$ cat src/rtl/cb_heep_multi_start_ctrl_if.sv
// Control interface between the register file and the multi-core launch controller.
// The register file side is the master; the controller is the slave.
interface cb_heep_multi_start_ctrl_if #(
    parameter int NCORES    = 3,
    parameter int ADDR_W    = 32,
    parameter int TIMEOUT_W = 16
);
    logic                 start_i;
    logic                 abort_i;
    logic [NCORES-1:0]    core_mask_i;
    logic [ADDR_W-1:0]    boot_addr_i;
    logic [TIMEOUT_W-1:0] timeout_i;
    logic [NCORES-1:0]    end_sw_i;
    logic [NCORES-1:0]    start_o;
    logic [ADDR_W-1:0]    boot_addr_o;
    logic                 busy_o;
    logic                 done_o;
    logic                 timeout_o;
    logic                 aborted_o;
    logic [NCORES-1:0]    done_mask_o;

    modport master (
        output start_i, abort_i, core_mask_i, boot_addr_i, timeout_i, end_sw_i,
        input  start_o, boot_addr_o, busy_o, done_o, timeout_o, aborted_o, done_mask_o
    );

    modport slave (
        input  start_i, abort_i, core_mask_i, boot_addr_i, timeout_i, end_sw_i,
        output start_o, boot_addr_o, busy_o, done_o, timeout_o, aborted_o, done_mask_o
    );
endinterface

$ cat src/rtl/cb_heep_multi_start_ctrl.sv
// N-core launch/completion controller: starts the masked cores, tracks each core's
// end-of-software rising edge, and reports done / watchdog timeout / abort as pulses.
//
//  state | meaning
//  IDLE  | waiting for a start request with a non-empty core mask
//  RUN   | job running; collecting end-of-software edges, watchdog counting down
module cb_heep_multi_start_ctrl #(
    parameter int NCORES    = 3,
    parameter int ADDR_W    = 32,
    parameter int TIMEOUT_W = 16
) (
    input  logic                          clk_i,
    input  logic                          rst_ni,
    cb_heep_multi_start_ctrl_if.slave     bus
);
    typedef enum logic {IDLE, RUN} state_t;

    state_t               r_state;
    logic [NCORES-1:0]    r_mask;
    logic [NCORES-1:0]    r_end_sw_q;
    logic [TIMEOUT_W-1:0] r_cnt;
    logic [NCORES-1:0]    r_start;
    logic [ADDR_W-1:0]    r_boot_addr;
    logic                 r_busy;
    logic                 r_done;
    logic                 r_timeout;
    logic                 r_aborted;
    logic [NCORES-1:0]    r_done_mask;

    logic [NCORES-1:0]    w_new_done;
    logic [NCORES-1:0]    w_finished;
    logic                 w_complete;
    logic                 w_expire;

    // A level already high at launch is not an edge; only a fresh rise counts.
    assign w_new_done = bus.end_sw_i & ~r_end_sw_q & r_mask;
    assign w_finished = r_done_mask | w_new_done;
    assign w_complete = (w_finished == r_mask);
    assign w_expire   = (r_cnt == TIMEOUT_W'(1));

    always_ff @(posedge clk_i or negedge rst_ni) begin
        if (!rst_ni) begin
            r_state     <= IDLE;
            r_mask      <= '0;
            r_end_sw_q  <= '0;
            r_cnt       <= '0;
            r_start     <= '0;
            r_boot_addr <= '0;
            r_busy      <= 1'b0;
            r_done      <= 1'b0;
            r_timeout   <= 1'b0;
            r_aborted   <= 1'b0;
            r_done_mask <= '0;
        end else begin
            r_end_sw_q <= bus.end_sw_i;
            r_done     <= 1'b0;
            r_timeout  <= 1'b0;
            r_aborted  <= 1'b0;
            case (r_state)
                IDLE: begin
                    if (bus.start_i && (bus.core_mask_i != '0)) begin
                        r_mask      <= bus.core_mask_i;
                        r_boot_addr <= bus.boot_addr_i;
                        r_cnt       <= bus.timeout_i;
                        r_done_mask <= '0;
                        r_start     <= bus.core_mask_i;
                        r_busy      <= 1'b1;
                        r_state     <= RUN;
                    end
                end
                RUN: begin
                    r_done_mask <= w_finished;
                    r_start     <= r_start & ~w_new_done;
                    // A zero count means the watchdog is disabled and never moves.
                    if (r_cnt != '0) begin
                        r_cnt <= r_cnt - TIMEOUT_W'(1);
                    end
                    if (bus.abort_i) begin
                        r_aborted <= 1'b1;
                        r_start   <= '0;
                        r_busy    <= 1'b0;
                        r_state   <= IDLE;
                    end else if (w_complete) begin
                        r_done  <= 1'b1;
                        r_start <= '0;
                        r_busy  <= 1'b0;
                        r_state <= IDLE;
                    end else if (w_expire) begin
                        r_timeout <= 1'b1;
                        r_start   <= '0;
                        r_busy    <= 1'b0;
                        r_state   <= IDLE;
                    end
                end
                default: r_state <= IDLE;
            endcase
        end
    end

    assign bus.start_o     = r_start;
    assign bus.boot_addr_o = r_boot_addr;
    assign bus.busy_o      = r_busy;
    assign bus.done_o      = r_done;
    assign bus.timeout_o   = r_timeout;
    assign bus.aborted_o   = r_aborted;
    assign bus.done_mask_o = r_done_mask;
endmodule

$ cat src/flat_wrapper.sv
// flat-port wrapper written by rule: the top's interface ports become plain ports
module cb_heep_multi_start_ctrl_flat 
#(
    parameter int NCORES    = 3,
    parameter int ADDR_W    = 32,
    parameter int TIMEOUT_W = 16
)
  (clk_i, rst_ni, bus_start_i, bus_abort_i, bus_core_mask_i, bus_boot_addr_i, bus_timeout_i, bus_end_sw_i, bus_start_o, bus_boot_addr_o, bus_busy_o, bus_done_o, bus_timeout_o, bus_aborted_o, bus_done_mask_o);
  cb_heep_multi_start_ctrl_if #(.NCORES(NCORES), .ADDR_W(ADDR_W), .TIMEOUT_W(TIMEOUT_W)) bus_i ();
  input  logic clk_i;
  input  logic rst_ni;
  input wire logic [$bits(bus_i.start_i)-1:0] bus_start_i;
  input wire logic [$bits(bus_i.abort_i)-1:0] bus_abort_i;
  input wire logic [$bits(bus_i.core_mask_i)-1:0] bus_core_mask_i;
  input wire logic [$bits(bus_i.boot_addr_i)-1:0] bus_boot_addr_i;
  input wire logic [$bits(bus_i.timeout_i)-1:0] bus_timeout_i;
  input wire logic [$bits(bus_i.end_sw_i)-1:0] bus_end_sw_i;
  output wire logic [$bits(bus_i.start_o)-1:0] bus_start_o;
  output wire logic [$bits(bus_i.boot_addr_o)-1:0] bus_boot_addr_o;
  output wire logic [$bits(bus_i.busy_o)-1:0] bus_busy_o;
  output wire logic [$bits(bus_i.done_o)-1:0] bus_done_o;
  output wire logic [$bits(bus_i.timeout_o)-1:0] bus_timeout_o;
  output wire logic [$bits(bus_i.aborted_o)-1:0] bus_aborted_o;
  output wire logic [$bits(bus_i.done_mask_o)-1:0] bus_done_mask_o;
  assign bus_i.start_i = bus_start_i;
  assign bus_i.abort_i = bus_abort_i;
  assign bus_i.core_mask_i = bus_core_mask_i;
  assign bus_i.boot_addr_i = bus_boot_addr_i;
  assign bus_i.timeout_i = bus_timeout_i;
  assign bus_i.end_sw_i = bus_end_sw_i;
  assign bus_start_o = bus_i.start_o;
  assign bus_boot_addr_o = bus_i.boot_addr_o;
  assign bus_busy_o = bus_i.busy_o;
  assign bus_done_o = bus_i.done_o;
  assign bus_timeout_o = bus_i.timeout_o;
  assign bus_aborted_o = bus_i.aborted_o;
  assign bus_done_mask_o = bus_i.done_mask_o;
  cb_heep_multi_start_ctrl #(.NCORES(NCORES), .ADDR_W(ADDR_W), .TIMEOUT_W(TIMEOUT_W)) u_core (.clk_i(clk_i), .rst_ni(rst_ni), .bus(bus_i));
endmodule
$ cat config.mk
export PLATFORM = sky130hd
export DESIGN_NAME = cb_heep_multi_start_ctrl_flat
export DESIGN_NICKNAME = d
export VERILOG_FILES = /design/src/rtl/cb_heep_multi_start_ctrl_if.sv /design/src/rtl/cb_heep_multi_start_ctrl.sv /design/src/flat_wrapper.sv
export SDC_FILE = /design/constraint.sdc
export NUM_CORES = 1
export LEC_CHECK = 0
export BUFFER_PORTS_ARGS = -buffer_cell sky130_fd_sc_hd__buf_2
export CAP_MARGIN = 10
export CORE_MARGIN = 1
export CORE_UTILIZATION = 35
export CTS_CLUSTER_DIAMETER = 30
export DETAILED_ROUTE_END_ITERATION = 7
export GPL_TIMING_DRIVEN = 0
export SLEW_MARGIN = 0
export SYNTH_ARGS = -nofsm -noshare
export SYNTH_HDL_FRONTEND = slang
export SYNTH_SLANG_ARGS = --single-unit
$ cat constraint.sdc
create_clock -name clk_i -period 2.92 [get_ports clk_i]
set_input_delay 0.292 -clock clk_i [delete_from_list [all_inputs] [get_ports clk_i]]
set_output_delay 0.292 -clock clk_i [all_outputs]
set_load 0.02 [all_outputs]
== Word-level counts from Yosys, hierarchy flattened ==
Index checks and enable logic that the tools add are counted.

* Bitwise gates (word level): 7
* $add $sub $neg: 1
* Eq/ne operators: 5
* Reduce and logical (&&, ||, !) cells: 6
* Muxes and demuxes: 29

{| class="wikitable"
|+ Operators with widths
! kind !! number
|-
| $mux 16 || 2
|-
| $pmux 16 s2 || 1
|-
| $mux 1 || 17
|-
| $eq 16x1->1 const B || 1
|-
| $reduce_bool 16->1 || 1
|-
| $sub 16x1->16 const B || 1
|-
| $mux 3 || 5
|-
| $pmux 3 s2 || 2
|-
| $and 3x3->3 || 3
|-
| $not 3->3 || 2
|-
| $reduce_and 2->1 || 3
|-
| $ne 4x4->1 const B || 1
|-
| $pmux 1 s2 || 2
|-
| $eq 3x3->1 || 1
|-
| $or 3x3->3 || 1
|-
| $reduce_bool 3->1 || 1
|-
| $ne 2x1->1 const B || 1
|-
| $ne 2x2->1 const B || 1
|-
| $logic_and 1x1->1 || 1
|-
| $not 1->1 || 1
|}

* Output and inout bits: 42
* Logic and storage cells: 59
* Input bits: 58
* Bits in registers: 65

== Logic depth before layout (Yosys ltp) ==
Gate-level depths: netlist (run 1).

* Depth after elaboration: 9
* Mapped depth: 7
* Gate-level depth less buffers: 6

== Least setup slack after synthesis (run 1) ==
Ideal clock, no wire load.

* Path type: register to register
* From: register u_core.r_cnt[7]
* To: register u_core.r_cnt[6]
* Setup time: 0.144 ns
* Cell stages (with the launch flop): 6
* Arrival time: 1.696 ns
* Clock period less this slack: 1.840 ns
* Path buffers: 0
* Required time: 2.776 ns
* Setup slack: 1.080 ns
* Cells stage by stage: dfrtp_1 -> or4_4 -> and4bb_2 -> a31oi_1 -> a21oi_1 -> a21oi_1

* Cells in the longest elaborated chain, start to end: 3

{| class="wikitable"
|+ RTL lines
! element !! RTL line !! RTL
|-
| from (decl) || cb_heep_multi_start_ctrl.sv:21 || <nowiki>logic [TIMEOUT_W-1:0] r_cnt;</nowiki>
|-
| from (signal assigned) || cb_heep_multi_start_ctrl.sv:64 || <nowiki>r_cnt <= bus.timeout_i;</nowiki>
|-
| from (signal assigned) || cb_heep_multi_start_ctrl.sv:76 || <nowiki>r_cnt <= r_cnt - TIMEOUT_W'(1);</nowiki>
|-
| $reduce_bool 16->1 || cb_heep_multi_start_ctrl.sv:75 || <nowiki>if (r_cnt != '0) begin</nowiki>
|-
| $ne 2x2->1 (no line) || -- ||
|-
| $reduce_and 2->1 (no line) || -- ||
|}

Every way passes these cells.
A chain may end at the register's enable or synchronous reset.

== Worst setup path after layout (run 1) ==
* From: register u_core.r_cnt[7]
* To: register u_core.r_cnt[2]

Same word-level chain as after synthesis.

==> results of run 1 <==
## logic make-up after synthesis
group           after synthesis  share of synthesized area
compound gates               64                      0.144
fa+ha+maj                     2                    0.00854
buf+inv                      22                     0.0325
flops                        65                      0.555
mux                           2                    0.00683
simple gates                165                      0.252
## worst max-delay path: cells and delay by family, from the launching register on
family	cells	cell delay, ns
AOI/OAI and AO/OA	3	0.53
DFF	1	0.44
and+or+nand+nor	2	1.00
## metrics by stage
stage / cell area, um2 / total power, uW / hold WS, ns / cells
floorplan: 2930 / 2890 / -0.00359 / 320
global placement: 3560 / 3500 / 0.411 / 524
detailed placement: 3560 / 3540 / 0.412 / 524
CTS: 3720 / 4210 / 0.0426 / 539
global route: 3720 / 4520 / 0.0413 / 539
finish: 3720 / 4180 / 0.0151 / 539
## cells in the mapped netlist, types with 2 or more instances
| master | n | share of area |
|---|---|---|
| a21oi_1 | 17 | 0.029 |
| a22o_1 | 4 | 0.012 |
| a2bb2oi_1 | 2 | 0.0060 |
| a31o_2 | 2 | 0.0060 |
| a31oi_1 | 2 | 0.0043 |
| clkbuf_1 | 11 | 0.014 |
| dfrtp_1 | 65 | 0.56 |
| ha_1 | 2 | 0.0085 |
| inv_1 | 8 | 0.010 |
| mux2i_1 | 2 | 0.0068 |
| nand2_1 | 116 | 0.15 |
| nand2b_1 | 4 | 0.0085 |
| nand3_1 | 3 | 0.0051 |
| nor2_1 | 16 | 0.021 |
| nor2b_1 | 4 | 0.0085 |
| nor3_1 | 2 | 0.0034 |
| nor3b_1 | 2 | 0.0051 |
| nor4_1 | 4 | 0.0085 |
| o21ai_0 | 17 | 0.029 |
| o22ai_1 | 7 | 0.015 |
| o311ai_0 | 3 | 0.0090 |
| or3_1 | 2 | 0.0043 |
| or4_4 | 3 | 0.012 |
## power breakdown
group	internal [uW]	total, uW	switching, uW	leakage, uW
Sequential	1320	1630	303	0.000776
Combinational	683	1890	1210	0.00100
Clock	324	666	341	0.0000822
Total	2330	4180	1850	0.00186
## state kept, by name, indices dropped and copies added (netlist names)
name and cells:
u_core.r_state 1, u_core.r_end_sw_q 3, u_core.bus.start_o 3, u_core.bus.done_o 1, u_core.r_mask 3, u_core.bus.boot_addr_o 32
u_core.bus.done_mask_o 3, u_core.bus.busy_o 1, u_core.bus.aborted_o 1, u_core.bus.timeout_o 1, u_core.r_cnt 16
## path summary, 6_finish.rpt
kind	from	to	slack, ns	depth (start not counted)
worst max register to register	u_core.r_cnt[7]$_DFFE_PN0P_	u_core.r_cnt[2]$_DFFE_PN0P_	0.81	5
worst min-delay path	rst_ni	u_core.r_cnt[7]$_DFFE_PN0P_	0.02	1
min in group clk_i	bus_end_sw_i[1]	u_core.r_end_sw_q[1]$_DFF_PN0_	0.06	1
worst max-delay path	u_core.r_cnt[7]$_DFFE_PN0P_	u_core.r_cnt[2]$_DFFE_PN0P_	0.81	5
max in group asynchronous	rst_ni	u_core.bus.start_o[0]$_DFFE_PN0P_	2.35	1
worst min register to register	u_core.bus.boot_addr_o[6]$_DFFE_PN0P_	u_core.bus.boot_addr_o[6]$_DFFE_PN0P_	0.47	2
## layer usage
layer / up-vias / share of wire
li1: 1312 / -
met1: 1265 / 0.46
met2: 93 / 0.46
met3: 10 / 0.065
met4: 0 / 0.016
met5: - / 0
## final cells by class
cell class	instances	area, um2	share of cell area
Buffer	14	65.1	0.0175
Tap cell	105	131	0.0353
Multi-Input combinational cell	233	1210	0.324
Inverter	8	30.0	0.00807
Clock buffer	12	145	0.0390
Clock inverter	3	17.5	0.00471
Sequential cell	65	1630	0.437
Timing Repair Buffer	99	498	0.134
==> out/qor.txt, run 1 <==
Vias/cell: 4.97
Post-DP HPWL: 5.16 mm
Post-CTS Hold Buffers: 0
WL/cell: 13.8 um
First-iteration detailed-routing DRC count: 125
Core ar.: 8180 um2
Hold WC Path Type: primary input to async pin
Final setup margin: 0.808 ns
Postcts setup bufs: 0
Max_cap viols: 0
Initial Util: 0.358
Post-layout util: 0.455
Final setup fails: 0
Vias in the first global route: 2502
First-pass GRT wire length: 12.2 mm
Skew final: 0.00766 ns
Synth Cell Area: 2930 um2
Outcome: finished clean
Met1 Usage GRT: 0.245
Filler cells: 826
Largest net degree at the start of global routing: 66
Most frequent cells in the layout: nand2_1 (116), buf_2 (99), dfrtp_1 (65)
Pre-CTS setup slack: 0.787 ns
Worst-case clock buffer depth: 2
Ant diodes: 0
Crit-path max FO: 7
Syn Nets: 380
Synth Instances: 320
H-tree levels: 3
Final Hold Vio Count: 0
Setup repair after global routing missed its margin: no
Tcrit/Tclk final: 0.723
Post-Route WL: 7.46 mm
Most used cell, CP: a21oi_1
EDFF count, synth: 0
GRT Util Overall: 0.183
Sequential share of the synthesized area: 0.555
Root Buffer: clkbuf_8
Layout cell share with drive strength beyond 1: 0.288
Leak: 0.00186 uW
CTS tree: yes
Routability cong.: 0.798
Worst-Margin Slew: 0.843 ns
Row cnt: 33
Pwr/cell area: 1120 nW/um2
Peak supply drop: 532 uV
CP startpoint kind: flop
Antenna Nets Post-Route: 0
GRT overflow: 0
Die span in y: 93.5 um
# nets final: 490
Number of buffers created by CTS: 9
Tmin final: 2.11 ns
Slowest stage delay, CP: 0.59 ns
Drt drc: 0
DIE AREA: 8740 um2
Required time of the worst setup path: 3.12 ns
Via count: 2680
Most common cell after layout, fill and taps aside: nand2_1
FF+latch count, synth: 65
Primary FF master, synth: dfrtp_1
Worst-path clk slew: 0.07 ns
Ys Warns: 0
Critical path class: flop to flop
Io pins: 100
Num Clock Sinks: 65
M3 GR Usage: 0.0463
GR Util met2: 0.278
Avg Synthesized Cell Area: 9.15 um2
Ys async rst share: 1.00
CP max-delay cell: or4_4
Die W: 93.5 um
Crit. End Element: flop
Yosys cell types: 45
PortBufs: 99
Initial antenna violation count: 0
Area growth syn-to-layout: 27.0%
DRT Pass-1 Iters: 4
Busiest grt layer: met2
Post-route setup TNS: 0 ns
Post-CTS sizing: 0
FMAX: 473 MHz
Crit-path cells: or4_4 > and4bb_2 > a31oi_1 > a21oi_1 > a21oi_1
Slew margin rel.: 0.436
Clk_lat worst skew: 0.35 ns
Max Slew Vio Count: 0
Arr. time, crit path: 2.31 ns
Power figures use the tool's default switching activity.
==> run 2, diff against run 1 <==
==> constraint.sdc (replaced) <==
create_clock -name clk_i -period 2.2 [get_ports clk_i]
set_input_delay 0.22 -clock clk_i [delete_from_list [all_inputs] [get_ports clk_i]]
set_output_delay 0.22 -clock clk_i [all_outputs]
set_load 0.02 [all_outputs]
==> out/qor.txt, run 2 (synthesis gave the netlist of run 1 again) <==
R2r endpoint: u_core.bus.start_o[2]$_DFFE_PN0P_
DP Area: 3560 um2 (unchanged)
Initial antenna violation count: 0 (unchanged)
Failing checks: negative hold slack
Vias in the first global route: 2507 (+0.20%)
GRT Util Overall: 0.183 (about the same)
Reg2Reg Setup Slack: 0.12 ns (-0.68 ns)
GRT overflow: 0 (unchanged)
Antenna Nets Post-Route: 0 (unchanged)
Reg2reg start: u_core.r_cnt[7]$_DFFE_PN0P_
Row cnt: 33 (unchanged)
Via count: 2722 (+1.6%)
Largest register FFs: 32 (unchanged)
Arr. time, crit path: 2.31 ns (about the same)
CTS tree: yes
Clk_lat worst skew: 0.35 ns (about the same)
Worst-path clk slew: 0.07 ns (about the same)
DRT Pass-1 Iters: 4 (unchanged)
Die W: 93.5 um (unchanged)
Register Area: 1630 um2 (unchanged)
Hold WC Path Type: primary input to async pin
# nets final: 493 (+0.61%)
PortBufs: 99 (unchanged)
Post-route setup TNS: 0 ns (unchanged)
H-tree levels: 3 (unchanged)
Area growth syn-to-layout: 28.6%
Io pins: 100 (unchanged)
Tcrit/Tclk final: 0.944 (+0.220)
Max_cap viols: 0 (unchanged)
Post-DP HPWL: 5.16 mm (unchanged)
Layout cell share with drive strength beyond 1: 0.293 (+0.00489)
Most frequent cells in the layout: nand2_1 (116), buf_2 (99), dfrtp_1 (65)
DP Cell Count: 524 (unchanged)
Pwr/cell area: 1480 nW/um2 (+32%)
First-iteration detailed-routing DRC count: 142 (+14%)
Tmin final: 2.08 ns (-0.0361 ns)
First-pass GRT wire length: 12.2 mm (+0.11%)
Worst-Margin Slew: 0.819 ns (-0.0238 ns)
Setup repair after global routing missed its margin: no
Filler cells: 821 (-0.61%)
Final instance area: 3770 um2 (+1.2%)
Reg2reg path depth: 5 (unchanged)
Most common cell after layout, fill and taps aside: nand2_1
Number of buffers created by CTS: 9 (unchanged)
Max Slew Vio Count: 0 (unchanged)
Post-Route WL: 7.45 mm (-0.19%)
Num Clock Sinks: 65 (unchanged)
Initial Util: 0.358 (unchanged)
CP startpoint kind: flop
Largest net degree at the start of global routing: 66 (unchanged)
Hold WS: -0.0590 ns (-0.0741 ns)
Slew margin rel.: 0.454 (+0.0179)
Peak supply drop: 706 uV (+33%)
Footprint of the multi-input gates: 1220 um2 (+1.2%)
Post-route insts no fill: 542 (+0.56%)
Die span in y: 93.5 um (unchanged)
Crit-path max FO: 5 (-2)
Routability cong.: 0.798 (unchanged)
Crit. End Element: flop
Worst-case clock buffer depth: 2 (unchanged)
WL/cell: 13.7 um (-0.74%)
Skew final: 0.00727 ns (-0.000397 ns)
DIE AREA: 8740 um2 (unchanged)
Drt drc: 0 (unchanged)
Required time of the worst setup path: 2.44 ns (-0.68 ns)
Vias/cell: 5.02 (+1.0%)
Final Hold Vio Count: 62 (+62)
Root Buffer: clkbuf_8
FMAX: 482 MHz (+1.7%)
Final setup fails: 0 (unchanged)
Leak: 0.00187 uW (+0.73%)
Outcome: finished with violations
Core ar.: 8180 um2 (unchanged)
Ant diodes: 0 (unchanged)
Post-layout util: 0.461 (+0.00551)
Critical path class: flop to flop
## run 2: area by class of cell
class | instances | area share
clock buffer | 12 | 0.0385
tap | 105 | 0.0349
timing repair buffer | 102 | 0.140
inverter | 8 | 0.00797
clock inverter | 3 | 0.00465
multi-input combinational | 233 | 0.325
buffer | 14 | 0.0173
sequential | 65 | 0.432
## run 2: stage by stage
stage          total power, uW  setup slack [ns]  hold WS (ns)
2_1_floorplan             3830             0.360       -0.0756
3_3_place_gp              4640             0.151         0.339
3_5_place_dp              4690             0.122         0.340
4_1_cts                   5600             0.119       0.00160
5_1_grt                   6030           0.00912        0.0311
6_report                  5570             0.124       -0.0590
## run 2: how the worst max path moves through the flow
| stage | cells after the start | start | slack, ns | endpoint |
|---|---|---|---|---|
| 2_1_floorplan | 5 | u_core.r_cnt[7]$_DFFE_PN0P_ | 0.36 | u_core.r_cnt[6]$_DFFE_PN0P_ |
| 3_3_place_gp | 5 | u_core.r_cnt[6]$_DFFE_PN0P_ | 0.15 | u_core.r_cnt[2]$_DFFE_PN0P_ |
| 3_5_place_dp | 5 | u_core.r_cnt[7]$_DFFE_PN0P_ | 0.12 | u_core.r_cnt[2]$_DFFE_PN0P_ |
| 4_1_cts | 5 | u_core.r_cnt[7]$_DFFE_PN0P_ | 0.12 | u_core.r_cnt[2]$_DFFE_PN0P_ |
| 5_1_grt | 5 | u_core.r_cnt[7]$_DFFE_PN0P_ | 0.009 | u_core.bus.start_o[2]$_DFFE_PN0P_ |
| 6_report | 5 | u_core.r_cnt[7]$_DFFE_PN0P_ | 0.12 | u_core.bus.start_o[2]$_DFFE_PN0P_ |
## run 2: power by group
| part | internal [uW] | switching [uW] |
|---|---|---|
| logic | 915 | 1610 |
| registers | 1760 | 404 |
| clock network | 430 | 453 |
| total | 3100 | 2460 |
## run 2: per-layer routing
metal  up-vias  routed length [um]  track usage
met5         -                   0            0
met4         0                 119       0.0808
met3        10                 545       0.0463
met2       104                3410        0.278
met1      1287                3370        0.246
li1       1321                   -            -
## run 2: what timing repair did
action	CTS	global route
setup buffers	0	0
endpoints found under the setup margin	0	9
hold endpoints to repair	3	0
resized for setup	0	3
hold buffers	3	0
## run 2: worst max-delay path, stage by stage (launching register included)
cell and delay (ns):
dfrtp_1 0.44, or4_4 0.59, nor2_1 0.26, nand4_1 0.20
and3_4 0.25, a31o_2 0.23
